==> src/rtl/stack_op_sequencer_if.sv <==
// Request and stack-control bundle between the op sequencer and its operand stack.
interface stack_op_sequencer_if;
  logic       start;
  logic [2:0] op;
  logic [7:0] imm;
  logic [7:0] stk_out;
  logic [7:0] stk_in;
  logic       stk_push;
  logic       stk_pop;
  logic       stk_tos;
  logic       busy;
  logic       done;
  logic       err;
  logic [7:0] result;
  logic [5:0] depth;

  modport master (
    output start, op, imm, stk_out,
    input  stk_in, stk_push, stk_pop, stk_tos, busy, done, err, result, depth
  );

  modport slave (
    input  start, op, imm, stk_out,
    output stk_in, stk_push, stk_pop, stk_tos, busy, done, err, result, depth
  );
endinterface

==> src/rtl/stack_op_sequencer.sv <==
// Stack-machine op sequencer: one op at a time, done after 1..5 cycles depending on op.
// No queueing: start is only sampled in IDLE; depth is checked before any stack line moves.
module stack_op_sequencer #(
  parameter int DEPTH = 32
) (
  input  logic                 clk,
  input  logic                 rst,
  stack_op_sequencer_if.slave  sif
);

  typedef enum logic [2:0] {IDLE, FETCH, POP2, READ, PUSH, DONE, ERR} state_t;

  localparam logic [2:0] OP_NOP   = 3'b000;
  localparam logic [2:0] OP_PUSHI = 3'b001;
  localparam logic [2:0] OP_POP   = 3'b010;
  localparam logic [2:0] OP_DUP   = 3'b011;
  localparam logic [2:0] OP_ADD   = 3'b100;
  localparam logic [2:0] OP_SUB   = 3'b101;
  localparam logic [2:0] OP_AND   = 3'b110;
  localparam logic [2:0] OP_NOT   = 3'b111;
  localparam logic [5:0] DEPTH_MAX = 6'(DEPTH);

  state_t     state;
  logic [2:0] op_q;
  logic [7:0] imm_q;
  logic [7:0] b_q;
  logic [7:0] result_q;
  logic [7:0] stk_in_q;
  logic       push_q, pop_q, tos_q;
  logic       busy_q, done_q, err_q;
  logic [5:0] depth_q;
  logic       depth_ok;
  logic       is_binary;
  logic [7:0] alu;

  always_comb begin
    depth_ok = 1'b1;
    case (sif.op)
      OP_PUSHI:              depth_ok = (depth_q < DEPTH_MAX);
      OP_POP, OP_NOT:        depth_ok = (depth_q >= 6'd1);
      OP_DUP:                depth_ok = (depth_q >= 6'd1) && (depth_q < DEPTH_MAX);
      OP_ADD, OP_SUB, OP_AND: depth_ok = (depth_q >= 6'd2);
      default:               depth_ok = 1'b1;
    endcase
  end

  assign is_binary = (op_q == OP_ADD) || (op_q == OP_SUB) || (op_q == OP_AND);

  // stk_out holds A (the deeper operand) in READ; B was captured in POP2.
  always_comb begin
    alu = sif.stk_out;
    case (op_q)
      OP_ADD:  alu = sif.stk_out + b_q;
      OP_SUB:  alu = sif.stk_out - b_q;
      OP_AND:  alu = sif.stk_out & b_q;
      OP_NOT:  alu = ~sif.stk_out;
      default: alu = sif.stk_out;
    endcase
  end

  always_ff @(posedge clk or posedge rst) begin
    if (rst) begin
      state    <= IDLE;
      op_q     <= OP_NOP;
      imm_q    <= 8'h00;
      b_q      <= 8'h00;
      result_q <= 8'h00;
      stk_in_q <= 8'h00;
      push_q   <= 1'b0;
      pop_q    <= 1'b0;
      tos_q    <= 1'b0;
      busy_q   <= 1'b0;
      done_q   <= 1'b0;
      err_q    <= 1'b0;
      depth_q  <= 6'd0;
    end else begin
      push_q   <= 1'b0;
      pop_q    <= 1'b0;
      tos_q    <= 1'b0;
      done_q   <= 1'b0;
      err_q    <= 1'b0;
      stk_in_q <= 8'h00;

      // Depth follows the stack controls as they are presented to the stack.
      if (push_q)
        depth_q <= depth_q + 6'd1;
      else if (pop_q)
        depth_q <= depth_q - 6'd1;

      case (state)
        IDLE: begin
          if (sif.start) begin
            op_q   <= sif.op;
            imm_q  <= sif.imm;
            busy_q <= 1'b1;
            if (!depth_ok) begin
              state  <= ERR;
              done_q <= 1'b1;
              err_q  <= 1'b1;
            end else if (sif.op == OP_NOP) begin
              state  <= DONE;
              done_q <= 1'b1;
            end else if (sif.op == OP_PUSHI) begin
              state    <= PUSH;
              push_q   <= 1'b1;
              stk_in_q <= sif.imm;
            end else begin
              state <= FETCH;
              if (sif.op == OP_DUP)
                tos_q <= 1'b1;
              else
                pop_q <= 1'b1;
            end
          end
        end
        FETCH: begin
          if (is_binary) begin
            state <= POP2;
            pop_q <= 1'b1;
          end else begin
            state <= READ;
          end
        end
        POP2: begin
          b_q   <= sif.stk_out;
          state <= READ;
        end
        READ: begin
          result_q <= alu;
          if (op_q == OP_POP) begin
            state  <= DONE;
            done_q <= 1'b1;
          end else begin
            state    <= PUSH;
            push_q   <= 1'b1;
            stk_in_q <= alu;
          end
        end
        PUSH: begin
          if (op_q == OP_PUSHI)
            result_q <= imm_q;
          state  <= DONE;
          done_q <= 1'b1;
        end
        DONE, ERR: begin
          state  <= IDLE;
          busy_q <= 1'b0;
        end
        default: begin
          state  <= IDLE;
          busy_q <= 1'b0;
        end
      endcase
    end
  end

  assign sif.stk_in   = stk_in_q;
  assign sif.stk_push = push_q;
  assign sif.stk_pop  = pop_q;
  assign sif.stk_tos  = tos_q;
  assign sif.busy     = busy_q;
  assign sif.done     = done_q;
  assign sif.err      = err_q;
  assign sif.result   = result_q;
  assign sif.depth    = depth_q;

endmodule

==> src/flat_wrapper.sv <==
// flat-port wrapper written by rule: the top's interface ports become plain ports
module stack_op_sequencer_flat 
#(
  parameter int DEPTH = 32
)
  (clk, rst, sif_start, sif_op, sif_imm, sif_stk_out, sif_stk_in, sif_stk_push, sif_stk_pop, sif_stk_tos, sif_busy, sif_done, sif_err, sif_result, sif_depth);
  stack_op_sequencer_if sif_i ();
  input  logic clk;
  input  logic rst;
  input wire logic [$bits(sif_i.start)-1:0] sif_start;
  input wire logic [$bits(sif_i.op)-1:0] sif_op;
  input wire logic [$bits(sif_i.imm)-1:0] sif_imm;
  input wire logic [$bits(sif_i.stk_out)-1:0] sif_stk_out;
  output wire logic [$bits(sif_i.stk_in)-1:0] sif_stk_in;
  output wire logic [$bits(sif_i.stk_push)-1:0] sif_stk_push;
  output wire logic [$bits(sif_i.stk_pop)-1:0] sif_stk_pop;
  output wire logic [$bits(sif_i.stk_tos)-1:0] sif_stk_tos;
  output wire logic [$bits(sif_i.busy)-1:0] sif_busy;
  output wire logic [$bits(sif_i.done)-1:0] sif_done;
  output wire logic [$bits(sif_i.err)-1:0] sif_err;
  output wire logic [$bits(sif_i.result)-1:0] sif_result;
  output wire logic [$bits(sif_i.depth)-1:0] sif_depth;
  assign sif_i.start = sif_start;
  assign sif_i.op = sif_op;
  assign sif_i.imm = sif_imm;
  assign sif_i.stk_out = sif_stk_out;
  assign sif_stk_in = sif_i.stk_in;
  assign sif_stk_push = sif_i.stk_push;
  assign sif_stk_pop = sif_i.stk_pop;
  assign sif_stk_tos = sif_i.stk_tos;
  assign sif_busy = sif_i.busy;
  assign sif_done = sif_i.done;
  assign sif_err = sif_i.err;
  assign sif_result = sif_i.result;
  assign sif_depth = sif_i.depth;
  stack_op_sequencer #(.DEPTH(DEPTH)) u_core (.clk(clk), .rst(rst), .sif(sif_i));
endmodule
==> config.mk <==
export PLATFORM = sky130hd
export DESIGN_NAME = stack_op_sequencer_flat
export DESIGN_NICKNAME = d
export VERILOG_FILES = /design/src/rtl/stack_op_sequencer_if.sv /design/src/rtl/stack_op_sequencer.sv /design/src/flat_wrapper.sv
export SDC_FILE = /design/constraint.sdc
export NUM_CORES = 1
export LEC_CHECK = 0
export CAP_MARGIN = 30
export CORE_MARGIN = 2
export CORE_UTILIZATION = 40
export DETAILED_ROUTE_END_ITERATION = 8
export HOLD_SLACK_MARGIN = 0.12
export PLACE_DENSITY = 0.74
export RECOVER_POWER = 100
export SYNTH_ARGS = -nofsm -noshare
export SYNTH_HDL_FRONTEND = slang
export SYNTH_SLANG_ARGS = --single-unit
export TNS_END_PERCENT = 10
==> constraint.sdc <==
create_clock -name clk -period 2.9 [get_ports clk]
set_input_delay 0.58 -clock clk [delete_from_list [all_inputs] [get_ports clk]]
set_output_delay 0.58 -clock clk [all_outputs]
set_load 0.03 [all_outputs]
Word level (Yosys, flattened, before mapping)
Index checks and enable logic that the tools add are counted.

Add/sub/neg operators: 4. Magnitude comparators: 3. Equality and inequality tests: 19. Mux-type cells: 48. Bitwise gates (word level): 3. Reductions and logical operators: 13.

Operator list (number): $mux 8 (6); $pmux 8 s2 (2); $pmux 8 s4 (1); $eq 3x3->1 const B (9); $mux 1 (27); $eq 3x2->1 const B (5); $pmux 3 s5 (1); $mux 3 (4); $mux 6 (2); $eq 3x1->1 const B (3); $add 8x8->8 (1); $and 8x8->8 (1); $not 8->8 (1); $sub 8x8->8 (1); $add 6x1->6 const B (1); $ge 6x1->1 const B (1); $ge 6x2->1 const B (1); $logic_not 3->1 (2); $lt 6x6->1 const B (1); $pmux 1 s2 (3); $reduce_and 2->1 (3); $sub 6x1->6 const B (1); $pmux 1 s4 (1); $reduce_bool 2->1 (2); 9 further kinds (10).

Register bits: 50. Bits of input ports: 22. Output and inout port bits: 28. Word-level logic and storage cells: 103.

Depth between registers and ports, before layout
Depth in word-level cells: 7. Mapped depth: 14. Gate-level depth less buffers: 13.

Worst setup path before layout
No wires, ideal clock.

Path kind: register to register. Start point: register u_core.op_q[1]. End point: register u_core.stk_in_q[5], in the netlist u_core.sif.stk_in[5]. Library setup time: 0.134 ns. Data arrival time: 2.535 ns. Data required time: 2.766 ns. Slack: 0.231 ns. Cell stages (with the launch flop): 14. Buffers on the path: 1. Period minus slack after synthesis: 2.669 ns. Cell sequence: dfrtp_1 -> clkbuf_1 -> nor2_1 -> nand2_1 -> nor2_1 -> a21o_1 -> inv_1 -> ha_1 -> nor2b_1 -> o31a_1 -> o21a_1 -> or3_1 -> a31oi_1 -> o2bb2ai_1.

Cells in the longest elaborated chain, start to end: 4. Elaborated cells on any way between the ends: 8. Those cells by class: eq/ne: 5; mux: 3.

Ends and longest elaborated chain: from (decl) (RTL line stack_op_sequencer.sv:24) `logic [2:0] op_q;`; from (signal assigned) (RTL line stack_op_sequencer.sv:93) `op_q <= sif.op;`; $eq 3x3->1 (RTL line stack_op_sequencer.sv:52) `case (op_q)`; $pmux 8 s4 (RTL line stack_op_sequencer.sv:52); $mux 8 * (RTL line stack_op_sequencer.sv:130) `if (op_q == OP_POP) begin`; $pmux 8 s2 * (RTL line stack_op_sequencer.sv:90) `case (state)`; to (signal assigned) (RTL line stack_op_sequencer.sv:106) `stk_in_q <= sif.imm;`; to (signal assigned) (RTL line stack_op_sequencer.sv:136) `stk_in_q <= alu;`; to (decl) (RTL line stack_op_sequencer.sv:28) `logic [7:0] stk_in_q;`.

Mark *: on every way between the ends. The rest lies on a longest branch, timed or not. A chain may end at the register's enable or synchronous reset.

Final worst setup path
Start point: register u_core.b_q[1]. End point: register u_core.stk_in_q[5], in the netlist u_core.sif.stk_in[5].

Cells in the longest elaborated chain, start to end: 4. Elaborated cells on any way between the ends: 5. Those cells by class: add/sub: 2; mux: 3.

Ends and longest elaborated chain: from (decl) (RTL line stack_op_sequencer.sv:26) `logic [7:0] b_q;`; from (signal assigned) (RTL line stack_op_sequencer.sv:125) `b_q <= sif.stk_out;`; $sub 8x8->8 / $add 8x8->8 (equally long branches) (RTL line stack_op_sequencer.sv:54, stack_op_sequencer.sv:53); $pmux 8 s4 * (RTL line stack_op_sequencer.sv:52); $mux 8 * (RTL line stack_op_sequencer.sv:130); $pmux 8 s2 * (RTL line stack_op_sequencer.sv:90).

Marked as above.

==> metrics.txt <==
Critical Path AT 2810 ps; status completed; clock share of power 9.4%; maximum clock insertion buffer count 2; worst slew pin tran 1230 ps; number of max-slew violations in the final report 0; Internal Pwr Total 2.31 mW; CP required 3070 ps; leakage power 1.60 nW; most common cell in the synthesized netlist dfrtp_1; WS Path Type reg2reg; asr flop ratio synth 100%; GPL Wtd Cong 0.884; initial core utilization 41.0%; CP max FO 5; worst-skew pair later-pin latency 310 ps; vias in the first global route 2346; final wirelength 7160 µm; DRC viols 0; RSZ-0062 raised after global routing no; clk sink count 50; critical path endpoint category register; Post-Synthesis Cells 303; GR Overflow Total 0; Synth area leader dfrtp_1; max cap viols 0; sequential share of power 30.1%; EDFF count, synth 0; Final Setup Violations 0; register area share after synthesis 42.3%; DR WL/cell 15.5 µm; post-synth top area share 42.3%; Worst Hold Class reg2reg; Synth Area per Inst 9.77 µm²; dpl ws 104 ps; hold-fix buffers at CTS 0; Startpoint Class register; H-Tree Depth 2; routed vias/inst 5.49; core box area 0.00721 mm²; final count of hold timing violations 0; Setup WS post-layout 263 ps; worst setup path startpoint u_core.b_q[1]$_DFFE_PP0P_; Power Dens Cells 1180 mW/mm²; logic gate share of total power 60.5%; Post-Syn Area 0.00296 mm²; die area 0.00810 mm²; Port Buf Inserts 49; DRT antenna net count 0; min cycle time layout 2640 ps; Netlist cell types 57; total track usage 17.8%; layout cells sized above 1 10.8%; # diodes 0; Synth area leaders dfrtp_1, mux2_2, ha_1; Area Growth Syn to Fin 24.5%; Yosys warnings 0; Switching Share 47.0%; num rows 31; 1st-iter DRT viols 174; Layout Nets 397; fmax 0.379 GHz; CTS tree built; Final Skew 9.82 ps; root buffer cell clkbuf_8; FF-to-FF Start u_core.b_q[1]$_DFFE_PP0P_; Clock Pin Slew Worst Setup and Hold Paths 100 ps; Main synth FF type dfrtp_1; final core area utilization 51.1%; drt pass-1 iters 4; VDD IR-drop max 0.602 mV; detailed-route via count 2531; initial antenna violation count 0; Die Y-Extent 90.0 µm; Synth Net Count 339; synthesis-stage register bit count 50; pin count of the biggest net entering global routing 21; total CTS buffers 5; die width 90.0 µm; first-pass GRT wire length 11800 µm; Ports 50; top post-synthesis cells by count dfrtp_1, nand2_1, nor2_1; DP Wirelength 5420 µm; min-delay src u_core.sif.result[2]$_DFFE_PP0P_; setup_tns 0 ps; Rel. slew slack 17.8%; Psw 2.05 mW; Period Utilization, post-route 90.9%
through the flow:
stage	instance area, µm²	hold WS (ps)	power, mW	instances
final	3680	480	4.36	461
after global placement	3610	464	3.92	452
after CTS	3700	488	4.43	460
after detailed placement	3610	467	4.00	452
after floorplan	2960	474	3.15	303
after global routing	3680	505	4.70	461
placed cells by master (no fill, tap or decap), drive strengths merged, types with 11 or more instances in the layout:
master,n
dfrtp,50
nand2,29
clkbuf,11
mux2,15
nor2,23
dlygate4sd3,32
a21oi,16
ha,13
clkdlybuf4s50,17
inv,12
o21ai,22
kinds of logic after synthesis:
family                     after synthesis  share of synthesized area [%]
and+or+nand+nor                         95                           16.7
adders and majority gates               14                           6.17
buffers and inverters                   23                           3.38
muxes                                   18                           6.72
xor gates and xnor gates                14                           4.14
DFF                                     50                           42.3
AOI/OAI and AO/OA                       89                           20.5
timing repair:
| item | 4_1_cts | 5_1_grt |
|---|---|---|
| setup endpoints to repair | 0 | 2 |
| setup buffers | 0 | 1 |
| gates resized for setup | 0 | 2 |
layer usage:
layer | wire length (µm) | up-vias | GRT usage (%) | share of wire, %
met5 | 0 | - | 0 | 0
met4 | 70 | 0 | 4.74 | 0.98
met3 | 351 | 8 | 2.43 | 4.9
met2 | 3300 | 72 | 28.4 | 46
met1 | 3430 | 1230 | 25.7 | 48
li1 | - | 1221 | - | -
flip-flops by register name (all words and copies together), names as in the netlist:
name,count
u_core.sif.done,1
u_core.b_q,8
u_core.op_q,3
u_core.sif.depth,6
u_core.sif.err,1
u_core.sif.stk_push,1
u_core.sif.busy,1
u_core.sif.stk_pop,1
u_core.sif.result,8
u_core.state,3
u_core.sif.stk_tos,1
u_core.sif.stk_in,8
u_core.imm_q,8
power by group through the flow:
stage          Sequential, mW  Clock (mW)  Combinational [mW]
2_1_floorplan            1.53           0                1.62
3_3_place_gp             1.32           0                2.60
3_5_place_dp             1.33           0                2.67
4_1_cts                  1.32       0.424                2.69
5_1_grt                  1.37       0.444                2.88
6_report                 1.31       0.410                2.64
path summary, 6_finish.rpt:
kind / to / slack [ps] / cells after the start
max reg2reg: u_core.sif.stk_in[5]$_DFF_PP0_ / 260 / 11
min: u_core.sif.result[2]$_DFFE_PP0P_ / 480 / 1
max in group asynchronous: u_core.op_q[0]$_DFFE_PP0P_ / 690 / 3
min reg2reg: u_core.sif.result[2]$_DFFE_PP0P_ / 480 / 1
min in group asynchronous: u_core.sif.depth[2]$_DFFE_PP0P_ / 780 / 2
max: u_core.sif.stk_in[5]$_DFF_PP0_ / 260 / 11
critical path: stages (launching register included):
cell,delay [ps]
dfrtp_1,410
inv_1,160
ha_1,260
a21o_1,190
inv_1,60
ha_1,210
nor2b_1,140
o31a_1,270
o21a_1,180
or3_1,320
a31oi_2,200
o2bb2ai_1,100
final cells by class:
class,count,area [µm²]
fillers,676,3530
flip-flops and latches,50,1250
multi-input cells,230,1610
clock inverters,3,21.3
inverters,12,45.0
well taps,99,124
clock buffers,5,68.8
repair buffers,62,569
No activity file was read; power rests on OpenSTA's default activity.
